==> config.mk <==
export PLATFORM = sky130hd
export DESIGN_NAME = pc_unit_flat
export DESIGN_NICKNAME = d
export VERILOG_FILES = /design/src/rtl/riscv_pkg.sv /design/src/rtl/pc_unit_if.sv /design/src/rtl/pc_next_sel.sv /design/src/rtl/pc_unit.sv /design/src/flat_wrapper.sv
export SDC_FILE = /design/constraint.sdc
export NUM_CORES = 1
export LEC_CHECK = 0
export ABC_CLOCK_PERIOD_IN_PS = 2650
export BUFFER_PORTS_ARGS = -buffer_cell sky130_fd_sc_hd__buf_4
export CORE_UTILIZATION = 48
export CTS_BUF_LIST = sky130_fd_sc_hd__clkbuf_4
export DETAILED_ROUTE_END_ITERATION = 10
export PLACE_DENSITY = 0.79
export SLEW_MARGIN = 20
export SYNTH_ARGS = -nofsm -noshare
export SYNTH_HDL_FRONTEND = slang
export SYNTH_SLANG_ARGS = --single-unit
==> constraint.sdc <==
create_clock -name clk -period 2.65 [get_ports clk]
set_input_delay 0.53 -clock clk [delete_from_list [all_inputs] [get_ports clk]]
set_output_delay 0.53 -clock clk [all_outputs]
set_load 0.1 [all_outputs]
==> src/rtl/riscv_pkg.sv <==
// Shared fetch-stage encodings: PC select codes, PC unit states and default vectors.
package riscv_pkg;

  typedef enum logic [2:0] {
    PC_SEQ,
    PC_HOLD,
    PC_BRANCH,
    PC_JUMP,
    PC_TRAP,
    PC_RET
  } pc_sel_e;

  typedef enum logic [1:0] {
    ST_BOOT,
    ST_RUN,
    ST_BUBBLE
  } pc_state_e;

  localparam logic [31:0] RESET_VECTOR_DEF = 32'h0040_0000;
  localparam logic [31:0] TRAP_VECTOR_DEF  = 32'h0040_0180;
  localparam int          INC_DEF          = 4;

endpackage

==> src/rtl/pc_unit_if.sv <==
// Fetch-side bundle between next-PC/control logic (master) and the PC unit (slave).
interface pc_unit_if #(
  parameter int WIDTH = 32
) ();
  logic             fetch_ready;
  logic             stall;
  logic             branch_taken;
  logic [WIDTH-1:0] branch_target;
  logic             jump;
  logic [WIDTH-1:0] jump_target;
  logic             trap;
  logic             trap_ret;
  logic [WIDTH-1:0] pc;
  logic [WIDTH-1:0] pc_plus4;
  logic             pc_valid;
  logic [WIDTH-1:0] epc;
  logic             misaligned;

  modport master (
    output fetch_ready, stall, branch_taken, branch_target, jump, jump_target, trap, trap_ret,
    input  pc, pc_plus4, pc_valid, epc, misaligned
  );

  modport slave (
    input  fetch_ready, stall, branch_taken, branch_target, jump, jump_target, trap, trap_ret,
    output pc, pc_plus4, pc_valid, epc, misaligned
  );
endinterface

==> src/rtl/pc_next_sel.sv <==
// Redirect priority and alignment check; a misaligned jump/branch target is folded into the trap path.
module pc_next_sel
  import riscv_pkg::*;
#(
  parameter int WIDTH = 32
) (
  input  logic             trap_i,
  input  logic             trap_ret_i,
  input  logic             jump_i,
  input  logic [WIDTH-1:0] jump_target_i,
  input  logic             branch_taken_i,
  input  logic [WIDTH-1:0] branch_target_i,
  input  logic             advance_i,
  output pc_sel_e          sel_o,
  output logic             misaligned_o
);

  always_comb begin
    sel_o        = PC_HOLD;
    misaligned_o = 1'b0;
    if (trap_i) begin
      sel_o = PC_TRAP;
    end else if (trap_ret_i) begin
      sel_o = PC_RET;
    end else if (jump_i) begin
      // only the winning target is alignment-checked
      if (jump_target_i[1:0] != 2'b00) begin
        sel_o        = PC_TRAP;
        misaligned_o = 1'b1;
      end else begin
        sel_o = PC_JUMP;
      end
    end else if (branch_taken_i) begin
      if (branch_target_i[1:0] != 2'b00) begin
        sel_o        = PC_TRAP;
        misaligned_o = 1'b1;
      end else begin
        sel_o = PC_BRANCH;
      end
    end else if (advance_i) begin
      sel_o = PC_SEQ;
    end
  end

endmodule

==> src/rtl/pc_unit.sv <==
// Fetch program counter: reset vector, handshake-gated advance, prioritised redirects, EPC capture.
module pc_unit
  import riscv_pkg::*;
#(
  parameter int               WIDTH        = 32,
  parameter logic [WIDTH-1:0] RESET_VECTOR = RESET_VECTOR_DEF[WIDTH-1:0],
  parameter logic [WIDTH-1:0] TRAP_VECTOR  = TRAP_VECTOR_DEF[WIDTH-1:0],
  parameter int               INC          = INC_DEF
) (
  input  logic       clk,
  input  logic       rst,
  pc_unit_if.slave   bus
);

  localparam logic [WIDTH-1:0] INC_V = WIDTH'(INC);

  logic [WIDTH-1:0] pc_q, epc_q;
  pc_state_e        state_q;
  logic             mis_q;
  pc_sel_e          sel;
  logic             mis_d;
  logic             run;

  assign run = (state_q == ST_RUN);

  pc_next_sel #(.WIDTH(WIDTH)) u_sel (
    .trap_i          (bus.trap),
    .trap_ret_i      (bus.trap_ret),
    .jump_i          (bus.jump),
    .jump_target_i   (bus.jump_target),
    .branch_taken_i  (bus.branch_taken),
    .branch_target_i (bus.branch_target),
    .advance_i       (run & bus.fetch_ready & ~bus.stall),
    .sel_o           (sel),
    .misaligned_o    (mis_d)
  );

  always_ff @(posedge clk or posedge rst) begin
    if (rst) begin
      pc_q    <= RESET_VECTOR;
      epc_q   <= RESET_VECTOR;
      mis_q   <= 1'b0;
      state_q <= ST_BOOT;
    end else begin
      mis_q <= mis_d;
      // every state leaves for RUN unless the trap path is taken
      state_q <= (sel == PC_TRAP) ? ST_BUBBLE : ST_RUN;
      case (sel)
        PC_TRAP: begin
          epc_q <= pc_q;
          pc_q  <= TRAP_VECTOR;
        end
        PC_RET:    pc_q <= epc_q;
        PC_JUMP:   pc_q <= bus.jump_target;
        PC_BRANCH: pc_q <= bus.branch_target;
        PC_SEQ:    pc_q <= pc_q + INC_V;
        default:   pc_q <= pc_q;
      endcase
    end
  end

  assign bus.pc         = pc_q;
  assign bus.pc_plus4   = pc_q + INC_V;
  assign bus.pc_valid   = run;
  assign bus.epc        = epc_q;
  assign bus.misaligned = mis_q;

endmodule

==> src/flat_wrapper.sv <==
// flat-port wrapper written by rule: the top's interface ports become plain ports
module pc_unit_flat import riscv_pkg::*;
#(
  parameter int               WIDTH        = 32,
  parameter logic [WIDTH-1:0] RESET_VECTOR = RESET_VECTOR_DEF[WIDTH-1:0],
  parameter logic [WIDTH-1:0] TRAP_VECTOR  = TRAP_VECTOR_DEF[WIDTH-1:0],
  parameter int               INC          = INC_DEF
)
  (clk, rst, bus_fetch_ready, bus_stall, bus_branch_taken, bus_branch_target, bus_jump, bus_jump_target, bus_trap, bus_trap_ret, bus_pc, bus_pc_plus4, bus_pc_valid, bus_epc, bus_misaligned);
  pc_unit_if #(.WIDTH(WIDTH)) bus_i ();
  input  logic clk;
  input  logic rst;
  input wire logic [$bits(bus_i.fetch_ready)-1:0] bus_fetch_ready;
  input wire logic [$bits(bus_i.stall)-1:0] bus_stall;
  input wire logic [$bits(bus_i.branch_taken)-1:0] bus_branch_taken;
  input wire logic [$bits(bus_i.branch_target)-1:0] bus_branch_target;
  input wire logic [$bits(bus_i.jump)-1:0] bus_jump;
  input wire logic [$bits(bus_i.jump_target)-1:0] bus_jump_target;
  input wire logic [$bits(bus_i.trap)-1:0] bus_trap;
  input wire logic [$bits(bus_i.trap_ret)-1:0] bus_trap_ret;
  output wire logic [$bits(bus_i.pc)-1:0] bus_pc;
  output wire logic [$bits(bus_i.pc_plus4)-1:0] bus_pc_plus4;
  output wire logic [$bits(bus_i.pc_valid)-1:0] bus_pc_valid;
  output wire logic [$bits(bus_i.epc)-1:0] bus_epc;
  output wire logic [$bits(bus_i.misaligned)-1:0] bus_misaligned;
  assign bus_i.fetch_ready = bus_fetch_ready;
  assign bus_i.stall = bus_stall;
  assign bus_i.branch_taken = bus_branch_taken;
  assign bus_i.branch_target = bus_branch_target;
  assign bus_i.jump = bus_jump;
  assign bus_i.jump_target = bus_jump_target;
  assign bus_i.trap = bus_trap;
  assign bus_i.trap_ret = bus_trap_ret;
  assign bus_pc = bus_i.pc;
  assign bus_pc_plus4 = bus_i.pc_plus4;
  assign bus_pc_valid = bus_i.pc_valid;
  assign bus_epc = bus_i.epc;
  assign bus_misaligned = bus_i.misaligned;
  pc_unit #(.WIDTH(WIDTH), .RESET_VECTOR(RESET_VECTOR), .TRAP_VECTOR(TRAP_VECTOR), .INC(INC)) u_core (.clk(clk), .rst(rst), .bus(bus_i));
endmodule
Word-level counts from Yosys, hierarchy flattened --
Index checks and enable logic that the tools add are counted.
Storage, ports and cells: bits in registers 67, bits of input ports 72, output and inout port bits 98, word-level logic and storage cells 32
Cells by class: add/subtract/negate cells 1, equal/unequal tests 5, mux-type cells 15, bitwise logic cells 3, reductions and logical operators 4
Operators by type and width (number):
- $pmux 32 s5 | 1
- $add 32x3->32 const B | 1
- $mux 3 | 6
- $mux 1 | 7
- $eq 3x2->1 const B | 2
- $eq 3x3->1 const B | 2
- $reduce_bool 5->1 | 1
- $reduce_bool 2->1 | 2
- $logic_not 3->1 | 1
- $and 1x1->1 | 2
- $eq 2x1->1 const B | 1
- $mux 2 | 1
- $not 1->1 | 1

Longest topological paths before layout --
Gate-level depths: netlist of the first run.
depth in word-level cells 10, gate-level depth with buffers 7, depth with buffers taken out 6

By module --
Synthesis of the first run repeated with hierarchy kept, for this count alone.
Second synthesis, totals: cell total of the unflattened synthesis 447, area total of the unflattened synthesis 4327.9 sq um
Modules (own cells, without submodules):
- pc_unit | instances 1, cells an instance 435, area each 4255.3 sq um, seq. area each 1679.1 sq um
- pc_next_sel | instances 1, cells an instance 12, area each 72.6 sq um, seq. area each 0.0 sq um

Least setup slack after synthesis of the first run --
OpenSTA, ideal clock, no wires.
path kind register -> output, from register u_core.pc_q[6], in the netlist u_core.bus.pc[6], to output bus_pc_plus4[31], arrival 3.860 ns, data required time 2.120 ns, setup slack -1.740 ns, stages on the path, launching flop included 7, path buffers 1, path through dfrtp_1 -> buf_2 -> nand4_4 -> or4_4 -> nor2_2 -> nand4_1 -> xnor2_1
Between the ends: longest elaborated chain between the ends 1
RTL lines:
- start: declaration | line pc_unit.sv:17 | logic [WIDTH-1:0] pc_q, epc_q;
- start signal: assignment | line pc_unit.sv:53 | PC_RET: pc_q <= epc_q;
- start signal: assignment | line pc_unit.sv:54 | PC_JUMP: pc_q <= bus.jump_target;
- start signal: assignment | line pc_unit.sv:55 | PC_BRANCH: pc_q <= bus.branch_target;
- $add 32x3->32 | line pc_unit.sv:63 | assign bus.pc_plus4 = pc_q + INC_V;
- end: declaration | line flat_wrapper.sv:22 | output wire logic [$bits(bus_i.pc_plus4)-1:0] bus_pc_plus4;
Every way passes these cells.

Worst setup path in the final report of the first run --
from register u_core.pc_q[10], in the netlist u_core.bus.pc[10], to output bus_pc_plus4[21]
The elaborated chain is that of the path after synthesis.

==> flow_metrics.env, run 1 <==
export IMPL_finalCritPeriodShare_pct=107
export IMPL_worstPathArrival_ns=2.30
export IMPL_hold_viol=0
export IMPL_setup_viol=11
export IMPL_timing_hold_ws_ns=0.173
export IMPL_grt_pass1_vias=4263
export IMPL_grt_overflow=0
export IMPL_syn_inst=388
export IMPL_crit_path_start_kind="flip-flop"
export IMPL_start_util_pct=49.6
export IMPL_drtAntennaViolNets=0
export IMPL_synth_ff_type="dfrtp_1"
export IMPL_die_h_um=94.1
export IMPL_clk_latency_ns=0.40
export IMPL_cts_max_path_buffers=2
export IMPL_nNetsFinal=676
export IMPL_cts_hold_fix_buffers=0
export IMPL_synth_cell_types=55
export IMPL_violations="negative setup slack"
export IMPL_busiest_layer="met2"
export IMPL_cts_sinks=67
export IMPL_rsz0062_at_grt="yes"
export IMPL_grt_util_met3_pct=5.99
export IMPL_path_cells="nand4_4 > or4_4 > nor2_4 > buf_4 > buf_6 > nand2_2 > xnor2_4 > buf_12"
export IMPL_worstMarginPinSlew_ns=0.475
export IMPL_rows=33
export IMPL_ctsHtreeMaxLevel=3
export IMPL_endpoint_kind="primary output"
export IMPL_ir_drop_mv=0.274
export IMPL_grt_use_met2_pct=53.8
export IMPL_drv_cap=0
export IMPL_place_hpwl_um=9400
export IMPL_synthArstFlopShare_pct=100
export IMPL_cts_buffers=9
export IMPL_fin_ws_ns=-0.180
export IMPL_drt_wl_total_um=13800
export IMPL_layout_commonest_cell="buf_4"
export IMPL_io_buffers=169
export IMPL_drive_gt1_share_pct=57.1
export IMPL_die_area_um2=8860
export IMPL_grt_antenna_before_repair=0
export IMPL_status="complete, but fails checks"
export IMPL_diodes=0
export IMPL_syn_cell_area_um2=4070
export IMPL_worstPathRequired_ns=2.12
export IMPL_die_width_um=94.1
export IMPL_syn_avg_cell_area_um2=10.5
export IMPL_power_density_nw_per_um2=378
export IMPL_p_leak_uw=0.00332
export IMPL_skew_ns=0.0181
export IMPL_slowest_stage="or4_4"
export IMPL_power_total_uw=2610
export IMPL_tritoncts="yes"
export IMPL_grt_max_degree=68
export IMPL_vias_per_cell=5.79
export IMPL_hold_class="in2async"
export IMPL_cts_root_buf="clkbuf_4"
export IMPL_cts_reportedPaths_clkPinSlew_ns=0.11
export IMPL_fillers=452
export IMPL_core_area_um2=8220
export IMPL_crit_family="simple AND/OR/NAND/NOR gates"
export IMPL_boundaryPins=170
export IMPL_synth_seq_cells=67
export IMPL_synth_edf_count=0
export IMPL_area_growth_pct=69.2
export IMPL_pre_cts_ws_ns=0.120
export IMPL_fmax_mhz=353
export IMPL_grt_pass1_wl_um=21000
export IMPL_path_buf_inv=3
export IMPL_crit_type="reg2out"
export IMPL_drtIter0Drc=223
export IMPL_syn_nets=461
export IMPL_yosys_warnings=0
export IMPL_met1_usage_pct=37.3
export IMPL_grt_total_usage_pct=31.2
export IMPL_ys_seq_area_share_pct=41.2
export IMPL_vias=4125
export IMPL_cpPeakStageDelay_ns=0.54
export IMPL_gp_congestion=0.866
export IMPL_dr_pass1_iters=5
export IMPL_worstPathMaxFanout=3
export IMPL_max_slew_margin_rel_pct=68.2
export IMPL_wl_per_cell_um=19.4
export IMPL_drcViolationCount=0
export IMPL_drv_slew=0
export IMPL_period_needed_ns=2.83
export IMPL_most_common_layout_cells="buf_4 (207), dfrtp_1 (38), mux2_1 (35)"
export IMPL_final_util_pct=83.9
power by group:
part           switching (uW)  total, uW  internal [uW]
Sequential               46.5       1110           1070
Combinational             623        913            290
Clock                     363        581            218
per-stage QoR:
step | TNS (ns) | instances | cell area, um2
6_report | -1.04 | 713 | 6890
5_1_grt | -2.09 | 713 | 6890
4_1_cts | -0.715 | 703 | 6760
2_1_floorplan | -5.94 | 388 | 4680
3_3_place_gp | 0 | 676 | 6300
3_5_place_dp | 0 | 676 | 6300
layout make-up:
cell class | instances | area (um2) | area share (%)
clock buffers | 12 | 90.1 | 1.31
clock inverters | 4 | 18.8 | 0.272
inverters | 6 | 22.5 | 0.327
multi-input cells | 285 | 2880 | 41.7
flip-flops and latches | 67 | 1720 | 24.9
well taps | 105 | 131 | 1.91
repair buffers | 234 | 2040 | 29.6
cell families (layout without fill, tap and decap cells):
| family | after synthesis | in the layout | share of synthesized area, % |
|---|---|---|---|
| buffers and inverters | 36 | 256 | 4.51 |
| DFF | 67 | 67 | 41.2 |
| muxes | 64 | 64 | 16.8 |
| adders and majority gates | 1 | 1 | 0.307 |
| and+or+nand+nor | 113 | 113 | 15.8 |
| xor gates and xnor gates | 43 | 43 | 9.24 |
| AOI/OAI and AO/OA | 64 | 64 | 12.1 |
tightest hold or removal path, cell delays in order:
cell,delay [ns]
buf_4,0.11
inv_2,0.06
buf_12,0.29
registers in the layout (all words and copies together), names as in the netlist:
signal / count
u_core.bus.epc: 32
u_core.bus.misaligned: 1
u_core.bus.pc: 32
u_core.state_q: 2
final timing paths:
check,startpoint,cells after the start,slack [ns],endpoint
max,u_core.bus.pc[10],8,-0.18,bus_pc_plus4[21]
min,rst,3,0.17,u_core.bus.epc[0]
max reg2reg,u_core.state_q[1],6,0.46,u_core.bus.pc[8]
min reg2reg,u_core.bus.epc[22],2,0.51,u_core.bus.pc[22]
max in group asynchronous,rst,3,2.11,u_core.bus.pc[22]
min in group clk,bus_trap,2,0.36,u_core.bus.pc[1]
layer usage:
layer  routed length [um]  part of all wire [%]
met1                 5560                    40
met2                 7080                    51
met3                  854                   6.2
met4                  346                   2.5
met5                    0                     0
synth_stat cells (2+ instances only):
master | n | area (um2)
xor2_1 | 17 | 149
clkbuf_1 | 11 | 41.3
a21oi_1 | 3 | 15.0
nor4b_1 | 2 | 17.5
and4_1 | 2 | 17.5
nor2b_1 | 2 | 12.5
o21ai_1 | 12 | 60.1
o21ai_0 | 4 | 20.0
nor2_1 | 19 | 71.3
nand4_1 | 12 | 75.1
dfrtp_1 | 65 | 1630
dfstp_2 | 2 | 52.6
o211ai_1 | 2 | 15.0
nand3_1 | 16 | 80.1
nor4_1 | 2 | 12.5
a22oi_1 | 2 | 15.0
and2_1 | 2 | 12.5
xnor2_1 | 26 | 228
mux2_1 | 35 | 394
buf_2 | 9 | 45.0
and3_1 | 5 | 31.3
buf_4 | 8 | 60.1
nand2_1 | 37 | 139
mux2i_1 | 28 | 280
a21o_1 | 9 | 67.6
inv_1 | 5 | 18.8
a32oi_1 | 9 | 78.8
o221ai_1 | 15 | 131
timing repair:
action	4_1_cts	5_1_grt
setup endpoints to repair	22	17
buffers inserted	11	10
endpoints found under the hold margin	0	0
pin swaps	11	11
resized for setup	61	14
(Power assumes the default switching activity.)
==> run 2, diff against run 1 <==
--- a/config.mk
+++ b/config.mk
@@ -16,2 +16,3 @@
 export SYNTH_HDL_FRONTEND = slang
 export SYNTH_SLANG_ARGS = --single-unit
+export TNS_END_PERCENT = 1
==> constraint.sdc (replaced) <==
create_clock -name clk -period 2.65 [get_ports clk]
set_input_delay 0.53 -clock clk [delete_from_list [all_inputs] [get_ports clk]]
set_output_delay 0.53 -clock clk [all_outputs]
set_load 0.01 [all_outputs]
==> flow_metrics.env, run 2 (synthesized netlist as in run 1, its figures left out) <==
export IMPL_switching_share_pct=26.4
export IMPL_multi_input_area_um2=2330
export IMPL_fin_ws_ns=-0.0737
export IMPL_clkPwrFrac_pct=35.4
export IMPL_grt_overflow=0
export IMPL_drtIter0Drc=228
export IMPL_ctsHtreeMaxLevel=3
export IMPL_cts_hold_fix_buffers=0
export IMPL_crit_type="reg2out"
export IMPL_met2_length_um=6400
export IMPL_pwr_share_comb_pct=18.9
export IMPL_die_h_um=94.1
export IMPL_cpPeakStageDelay_ns=0.38
export IMPL_grt_pass1_wl_um=19600
export IMPL_vias=3995
export IMPL_cp_common_cell="buf_4"
export IMPL_power_density_nw_per_um2=408
export IMPL_path_cells="buf_4 > nand4_1 > buf_4 > nor2_2 > and4_1 > xor2_1 > buf_4"
export IMPL_cts_root_buf="clkbuf_4"
export IMPL_wl_met3_um=1070
export IMPL_dr_pass1_iters=5
export IMPL_wl_per_cell_um=18.6
export IMPL_worstPathRequired_ns=2.12
export IMPL_violations="negative setup slack"
export IMPL_top_layer="met4"
export IMPL_cts_max_path_buffers=2
export IMPL_ir_drop_mv=0.338
export IMPL_drcViolationCount=0
export IMPL_drv_slew=0
export IMPL_io_buffers=169
export IMPL_pre_cts_ws_ns=0.203
export IMPL_die_area_um2=8860
export IMPL_p_leak_uw=0.00297
export IMPL_grt_total_usage_pct=29.2
export IMPL_crit_family="simple AND/OR/NAND/NOR gates"
export IMPL_path_buf_inv=3
export IMPL_cts_buffers=9
export IMPL_fmax_mhz=367
export IMPL_diodes=0
export IMPL_rows=33
export IMPL_place_hpwl_um=9170
export IMPL_cts_sinks=67
export IMPL_drt_wl_total_um=12800
export IMPL_rsz0062_at_grt="yes"
export IMPL_worstPathMaxFanout=6
export IMPL_grt_antenna_before_repair=0
export IMPL_finalCritPeriodShare_pct=103
export IMPL_core_area_um2=8220
export IMPL_clk_latency_ns=0.41
export IMPL_status="complete, but fails checks"
export IMPL_p_seq_share_pct=45.8
export IMPL_skew_ns=0.0132
export IMPL_layout_commonest_cell="buf_4"
export IMPL_boundaryPins=170
export IMPL_start_util_pct=49.6
export IMPL_die_width_um=94.1
export IMPL_most_common_layout_cells="buf_4 (205), dfrtp_1 (56), nand2_1 (37)"
export IMPL_gp_congestion=0.845
export IMPL_m1WireLength_um=5000
export IMPL_drive_gt1_share_pct=45.5
export IMPL_area_growth_pct=46.2
export IMPL_grt_max_degree=68
export IMPL_hold_class="in2async"
export IMPL_period_needed_ns=2.72
export IMPL_slowest_stage="dfrtp_1"
export IMPL_worstMarginPinSlew_ns=0.499
export IMPL_hold_viol=0
export IMPL_drv_cap=0
export IMPL_tns_ns=-0.228
export IMPL_setup_viol=5
export IMPL_max_slew_margin_rel_pct=66.6
export IMPL_nNetsFinal=650
export IMPL_regArea_um2=1690
export IMPL_p_int_uw=1790
export IMPL_worstPathArrival_ns=2.19
export IMPL_grt_pass1_vias=3831
export IMPL_vias_per_cell=5.82
export IMPL_p_switching_uw=642
export IMPL_endpoint_kind="primary output"
export IMPL_tritoncts="yes"
export IMPL_fillers=606
export IMPL_drtAntennaViolNets=0
export IMPL_crit_path_start_kind="flip-flop"
export IMPL_cts_reportedPaths_clkPinSlew_ns=0.12
run 2: repair_timing:
action                                  CTS  global route
endpoints found under the setup margin   17            18
gates resized for setup                  13            12
setup buffers                             2            10
pin swaps                                 4             7
run 2: tightest hold or removal path, delay by kind of cell:
kind                   cells  cell delay [ns]
buffers and inverters      3             0.47
run 2: power by group through the flow:
stage | sequential (uW) | clock (uW) | combinational (uW)
floorplan | 1140 | 0 | 195
global placement | 1130 | 0 | 444
detailed placement | 1130 | 0 | 453
CTS | 1110 | 863 | 456
global route | 1120 | 906 | 490
finish | 1110 | 859 | 458
run 2: layer usage:
metal	global-route usage, %	vias to the layer above
li1	-	1813
met1	36.9	1960
met2	48.8	190
met3	6.23	32
met4	11.3	0
met5	0	-
run 2: per-stage QoR:
step | cells | power [uW] | util [%] | cell area [um2] | hold slack [ns]
after floorplan | 388 | 1330 | - | 4070 | 0.494
after global placement | 659 | 1570 | 67.9 | 5580 | 0.485
after detailed placement | 659 | 1580 | 67.9 | 5580 | 0.490
after CTS | 677 | 2430 | 70.8 | 5820 | 0.187
after global routing | 687 | 2510 | 72.5 | 5950 | 0.194
final | 687 | 2430 | 72.5 | 5950 | 0.171
run 2: final timing paths:
check	from	endpoint	slack [ns]	cells past startpoint
min in group clk	bus_trap	u_core.bus.pc[0]	0.36	2
max	u_core.bus.pc[3]	bus_pc_plus4[13]	-0.07	7
max in group asynchronous	rst	u_core.bus.epc[22]	2.15	3
min reg2reg	u_core.bus.epc[22]	u_core.bus.pc[22]	0.49	2
min	rst	u_core.bus.epc[10]	0.17	3
max reg2reg	u_core.state_q[1]	u_core.bus.pc[8]	0.55	6
run 2: final cells by class:
type                       count  area share, %
tap                          105           2.21
clock inverter                 6           1.74
timing repair buffer         208           26.9
clock buffer                  10           1.26
sequential                    67           28.4
inverter                       6          0.378
multi-input combinational    285           39.2
